--- src/rtl/piso_shift_reg_pkg.sv ---
// Link-level constants shared by the serial shift-register link: state encodings and default word width.
package piso_shift_reg_pkg;

  localparam int unsigned DEFAULT_WIDTH = 4;
  localparam int unsigned STATE_W       = 2;

  localparam logic [STATE_W-1:0] ST_IDLE  = 2'd0;
  localparam logic [STATE_W-1:0] ST_SHIFT = 2'd1;
  localparam logic [STATE_W-1:0] ST_DONE  = 2'd2;

endpackage : piso_shift_reg_pkg

--- src/rtl/piso_shift_reg.sv ---
// Parallel-in/serial-out transmitter: takes a word on a Load/Ready handshake and
// streams it one bit per clock on Sout with a Valid qualifier and a Done pulse.
module piso_shift_reg
  import piso_shift_reg_pkg::*;
#(
  parameter int unsigned WIDTH     = DEFAULT_WIDTH,
  parameter bit          MSB_FIRST = 1'b1
) (
  input  logic             Clk,
  input  logic             Reset,
  input  logic             Load,
  input  logic [WIDTH-1:0] Din,
  output logic             Ready,
  output logic             Sout,
  output logic             Valid,
  output logic             Done
);

  localparam int unsigned      CNT_W    = $clog2(WIDTH);
  localparam logic [CNT_W-1:0] LAST_CNT = CNT_W'(WIDTH - 1);

  logic [STATE_W-1:0] state_q, state_d;
  logic [WIDTH-1:0]   sreg_q,  sreg_d;
  logic [CNT_W-1:0]   cnt_q,   cnt_d;
  logic               ready_q, ready_d;
  logic               sout_q,  sout_d;
  logic               valid_q, valid_d;
  logic               done_q,  done_d;

  // Bit that leaves next, and the register after that bit has left (zero fill).
  function automatic logic head_bit(input logic [WIDTH-1:0] w);
    return MSB_FIRST ? w[WIDTH-1] : w[0];
  endfunction

  function automatic logic [WIDTH-1:0] advance(input logic [WIDTH-1:0] w);
    return MSB_FIRST ? {w[WIDTH-2:0], 1'b0} : {1'b0, w[WIDTH-1:1]};
  endfunction

  always_ff @(posedge Clk) begin
    if (Reset) begin
      state_q <= ST_IDLE;
      sreg_q  <= '0;
      cnt_q   <= '0;
      ready_q <= 1'b1;
      sout_q  <= 1'b0;
      valid_q <= 1'b0;
      done_q  <= 1'b0;
    end else begin
      state_q <= state_d;
      sreg_q  <= sreg_d;
      cnt_q   <= cnt_d;
      ready_q <= ready_d;
      sout_q  <= sout_d;
      valid_q <= valid_d;
      done_q  <= done_d;
    end
  end

  // Sout is registered, so the accepting edge already presents bit 0 and the
  // shift register keeps only the bits still to be sent.
  always_comb begin
    state_d = state_q;
    sreg_d  = sreg_q;
    cnt_d   = cnt_q;
    ready_d = ready_q;
    sout_d  = sout_q;
    valid_d = valid_q;
    done_d  = done_q;
    unique case (state_q)
      ST_IDLE: begin
        ready_d = 1'b1;
        valid_d = 1'b0;
        sout_d  = 1'b0;
        done_d  = 1'b0;
        if (Load) begin
          state_d = ST_SHIFT;
          ready_d = 1'b0;
          valid_d = 1'b1;
          cnt_d   = '0;
          sout_d  = head_bit(Din);
          sreg_d  = advance(Din);
        end
      end
      ST_SHIFT: begin
        if (cnt_q == LAST_CNT) begin
          state_d = ST_DONE;
          valid_d = 1'b0;
          sout_d  = 1'b0;
          done_d  = 1'b1;
          cnt_d   = '0;
          sreg_d  = '0;
        end else begin
          cnt_d  = cnt_q + CNT_W'(1);
          sout_d = head_bit(sreg_q);
          sreg_d = advance(sreg_q);
        end
      end
      ST_DONE: begin
        state_d = ST_IDLE;
        done_d  = 1'b0;
        ready_d = 1'b1;
      end
      default: begin
        state_d = ST_IDLE;
        sreg_d  = '0;
        cnt_d   = '0;
        ready_d = 1'b1;
        sout_d  = 1'b0;
        valid_d = 1'b0;
        done_d  = 1'b0;
      end
    endcase
  end

  assign Ready = ready_q;
  assign Sout  = sout_q;
  assign Valid = valid_q;
  assign Done  = done_q;

endmodule : piso_shift_reg
--- config.mk ---
export PLATFORM = sky130hd
export DESIGN_NAME = piso_shift_reg
export DESIGN_NICKNAME = d
export VERILOG_FILES = /design/src/rtl/piso_shift_reg_pkg.sv /design/src/rtl/piso_shift_reg.sv
export SDC_FILE = /design/constraint.sdc
export NUM_CORES = 1
export LEC_CHECK = 0
export ABC_AREA = 1
export BUFFER_PORTS_ARGS = -buffer_cell sky130_fd_sc_hd__buf_2
export CORE_AREA = 2 2 39 41
export CTS_BUF_LIST = sky130_fd_sc_hd__clkbuf_8
export CTS_CLUSTER_SIZE = 12
export DETAILED_ROUTE_END_ITERATION = 10
export DIE_AREA = 0 0 41 43
export GPL_ROUTABILITY_DRIVEN = 0
export GPL_TIMING_DRIVEN = 0
export SLEW_MARGIN = 20
export SYNTH_ARGS = -nofsm -noshare
export SYNTH_HDL_FRONTEND = slang
export SYNTH_SLANG_ARGS = --single-unit
--- constraint.sdc ---
create_clock -name Clk -period 1 [get_ports Clk]
set_input_delay 0.05 -clock Clk [delete_from_list [all_inputs] [get_ports Clk]]
set_output_delay 0.05 -clock Clk [all_outputs]
set_load 0.03 [all_outputs]
After elaboration in Yosys (flattened, before gate mapping)
Index checks and enable logic that the tools add are counted.
Word-level totals
  register bits after elaboration: 12
  bits in latches: 0
  memory bits (writable): 0
  ROM bits: 0
  bits of input ports: 7
  output and inout port bits: 4
  logic and storage cells: 37
  memories: 0
Operators by class
  $add $sub $neg: 1
  $mul: 0
  divide/modulo/power cells: 0
  order comparisons: 0
  eq/ne operators: 5
  shift operators: 0
  mux-type cells: 17
  bitwise logic cells: 2
  reduce and logical (&&, ||, !) cells: 5
Operators by type and width (count)
  4-bit one-hot mux with 3 select lines: 1
  2-bit two-way mux: 4
  4-bit two-way mux: 2
  1-bit one-hot mux with 3 select lines: 2
  2-bit one-hot mux with 3 select lines: 1
  2-bit AND reduction: 3
  1-bit two-way mux: 5
  2-bit equality test, second input constant: 2
  2-bit != test, second input constant: 2
  2-bit one-hot mux with 2 select lines: 1
  2-bit by 1-bit adder with 2-bit output, second input constant: 1
  2-bit by 1-bit equality test with 1-bit output, second input constant: 1
  2-bit logical NOT: 1
  1-bit inverter: 2
  1-bit one-hot mux with 2 select lines: 1
  2-bit OR reduction: 1

Depth between registers and ports, before layout
  depth after elaboration: 3
  depth in mapped cells: 6
  mapped depth without buffers: 6

Worst setup path before layout
OpenSTA, ideal clock, no wires.
  kind: reg2reg
  from: reg cnt_q[0]
  to: reg cnt_q[0]
  library setup time: 0.064 ns
  arrival: 0.880 ns
  required time: 0.936 ns
  slack: 0.056 ns
  stages on the path, launching flop included: 7
  path buffers: 0
  clock period less this slack: 0.944 ns
  cells stage by stage: dfxtp_1 ha_1 inv_1 nand3_1 nand2_1 nand2_1 nor2_1
Between the ends
  longest elaborated chain between the ends: 3
  elaborated cells on any way between the ends: 4
  classes of those cells: add/sub (1); eq/ne (1); mux (2)
Ends and longest elaborated chain
  start, declared: RTL line piso_shift_reg.sv:24  | logic [CNT_W-1:0] cnt_q, cnt_d;
  start signal, assigned: RTL line piso_shift_reg.sv:51  | cnt_q <= cnt_d;
  2-bit by 1-bit adder with 2-bit output or 2-bit equality test (tied branches): RTL line piso_shift_reg.sv:93, piso_shift_reg.sv:85
  2-bit two-way mux *: RTL line piso_shift_reg.sv:85  | if (cnt_q == LAST_CNT) begin
  2-bit one-hot mux with 3 select lines *: RTL line piso_shift_reg.sv:69  | unique case (state_q)
Every way passes the cells marked *; elsewhere a longest branch is shown, timed or not.
A chain may end at the register's enable or synchronous reset.

Worst setup path after layout
Ends and elaborated chain as after synthesis.

==> impl_metrics.tcl <==
set metrics [dict create \
    vias_per_cell 4.47 \
    fill_cells 156 \
    grt_max_degree 8 \
    cp.required_ps 1170 \
    yosys.cell_types.count 13 \
    syn_nets 80 \
    antenna_found_initial 0 \
    r2r_cells 6 \
    port_buffers 10 \
    clkLatencyLatePin_ps 240 \
    vias 456 \
    multi_input_area_um2 263 \
    wl_per_cell_um 9.30 \
    min_period_over_period_pct 91.9 \
    status "completed" \
    dp.cells 98 \
    worstReg2RegStart "cnt_q[0]$_SDFFE_PP0P_" \
    final-setup-viol-count 0 \
    cp_cell_sequence "ha_4 > inv_6 > nand3_4 > nand2_1 > nand2_1 > nor2_1" \
    grt_setup_unrepaired "yes" \
    cp-start-kind "flop" \
    final_antenna_net_count 0 \
    finalNonFillerCells 102 \
    cts_tree "built" \
    final_nets 95 \
    reg2reg_to "cnt_q[0]$_SDFFE_PP0P_" \
    hold_viol_final 0 \
    grt_pass1_wl_um 1570 \
    cp.arrival_ps 1090 \
    track_usage_pct 14.0 \
    grt_pass1_vias 405 \
    path_common_cell "nand2_1" \
    rrSetupSlack_ps 80 \
    crit_path_end_kind "flop" \
    postSynthCellCount 72 \
    design.portCount 11 \
    chipWidth_um 41 \
    setup_tns_ps 0 \
    path_clk_slew_ps 50 \
    cap_viol_max_count 0 \
    drv_slew 0 \
    path_max_fanout 5 \
    syn_area_um2 488 \
    cts_sinks 11 \
    max-slew-margin-rel_pct 86.2 \
    synth_top_area_cell "dfxtp_1" \
    vdd_drop_max_uv 749 \
    yosys_warnings 0 \
    fin_skew_ps 2.88 \
    min_from "Reset" \
    cts_root_buffer "clkbuf_8" \
    drive_above_1_share_pct 30.2 \
    synth_top_cell_area_share_pct 45.1 \
    syn_avg_cell_area_um2 6.78 \
    p_leak_nw 0.311 \
    row_count 14 \
    whs_path_depth 2 \
    max_freq_ghz 1.09 \
    min_path_type "input pin to flop" \
    synthTopCellsByArea "dfxtp_1 45%, nand2_1 16%, nor2_1 12%, nand3_1 5.1%, inv_1 4.6%" \
    dieArea_um2 1760 \
    cts_made_buffers 3 \
    slowest_stage "dfxtp_2" \
    first_pass_iters 3 \
    ctsHoldBuffers 0 \
    core-area_um2 1380 \
    path_class "flop to flop" \
    fin_crit_ps 919 \
    fp.dieH_um 43 \
    drt-total-wl_um 949 \
    diodes 0 \
    synth-seq-cells 11 \
    syn2layout_area_growth_pct 31.3 \
    clk_path_buf_depth 2 \
    powerDensity_nw_per_um2 1680 \
    hpwl_um 700 \
    drcViolationCount 0 \
    postCtsSetupBuffers 0 \
    tightest_slew_ps 207 \
    grt_overflow 0 \
    slowest_delay_ps 340 \
    worstHoldEndpoint "state_q[0]$_SDFFE_PP0P_" \
    drtIter0Drc 5 \
    start_util_pct 35.3 \
    htreeDepth 1 \
    ys_seq_area_share_pct 45.1 \
    seqCellArea_um2 225 \
]
metrics by stage:
step,hold WS [ps],utilization [%],setup WS [ps],total power [mW],cell area (um^2)
6_report,31.6,46.3,81.5,1.08,641
5_1_grt,40.2,46.3,-11.3,1.14,641
4_1_cts,28.0,44.0,6.47,1.08,609
3_5_place_dp,287,40.3,-71.6,0.640,558
3_3_place_gp,283,40.3,-75.1,0.639,558
2_1_floorplan,119,-,55.9,0.598,488
sequential cells by signal (all words and copies together) (netlist names):
signal,count
Sout,1
state_q,2
cnt_q,2
Done,1
Ready,1
sreg_q,3
Valid,1
placed cells by master (no fill, tap or decap):
| cell | n |
|---|---|
| a21oi_1 | 2 |
| dfxtp_1 | 7 |
| nand3_1 | 4 |
| nand2_1 | 21 |
| clkbuf_8 | 3 |
| o21ai_0 | 1 |
| inv_2 | 1 |
| o22ai_1 | 1 |
| nand3_4 | 1 |
| nand2_2 | 3 |
| inv_6 | 1 |
| nand3b_1 | 2 |
| inv_1 | 6 |
| nor2_1 | 16 |
| ha_4 | 1 |
| inv_4 | 1 |
| buf_2 | 10 |
| nor2_2 | 1 |
| dfxtp_2 | 4 |
cell usage after synthesis:
library cell,number
inv_2,2
nand2_2,3
nor2_2,1
a21oi_1,2
nand3_1,5
nor2_1,16
nand3b_1,2
ha_1,1
o21ai_0,1
o22ai_1,1
inv_1,6
nand2_1,21
dfxtp_1,11
where the power goes:
group | switching [mW] | leakage, nW | internal [mW]
Sequential | 0.0219 | 0.0920 | 0.469
Clock | 0.165 | 0.0269 | 0.269
Combinational | 0.0921 | 0.192 | 0.0608
kinds of logic after synthesis:
group | Yosys count | share of synthesized area [%]
AND/OR/NAND/NOR | 48 | 41.8
adder cells (fa/ha/maj) | 1 | 2.56
AO/OA/AOI/OAI | 4 | 4.36
buffers and inverters | 8 | 6.15
flip-flops | 11 | 45.1
layout make-up:
cell class                      instances  share of cell area [%]
Multi-Input combinational cell         53                    41.0
Sequential cell                        11                    35.2
Timing Repair Buffer                   10                    7.81
Clock buffer                            3                    6.45
Inverter                                8                    5.86
Tap cell                               16                    3.13
Clock inverter                          1                   0.586
worst max path at each step:
stage                                  to  cells after the start                   from
floorplan           cnt_q[0]$_SDFFE_PP0P_                      6  cnt_q[0]$_SDFFE_PP0P_
global placement    cnt_q[0]$_SDFFE_PP0P_                      6  cnt_q[0]$_SDFFE_PP0P_
detailed placement  cnt_q[0]$_SDFFE_PP0P_                      6  cnt_q[0]$_SDFFE_PP0P_
CTS                 cnt_q[0]$_SDFFE_PP0P_                      6  cnt_q[0]$_SDFFE_PP0P_
global route        cnt_q[0]$_SDFFE_PP0P_                      6  cnt_q[0]$_SDFFE_PP0P_
finish              cnt_q[0]$_SDFFE_PP0P_                      6  cnt_q[0]$_SDFFE_PP0P_
worst max-delay path, delay by kind of cell (launching register included):
family	cells	cell delay [ps]
buffers and inverters	1	70
DFF	1	340
and+or+nand+nor	4	280
adders and majority gates	1	170
metal layers:
layer / vias up / track usage [%] / part of all wire, %
li1: 248 / - / -
met1: 192 / 16.7 / 49
met2: 13 / 19.1 / 44
met3: 3 / 4.71 / 4.5
met4: 0 / 12.0 / 2.6
met5: - / 0 / 0
what timing repair did:
item | CTS | global route
setup endpoints to repair | 6 | 6
pin swaps | 0 | 1
gates resized for setup | 3 | 9
Note: power is estimated with default switching activity, not from simulation.
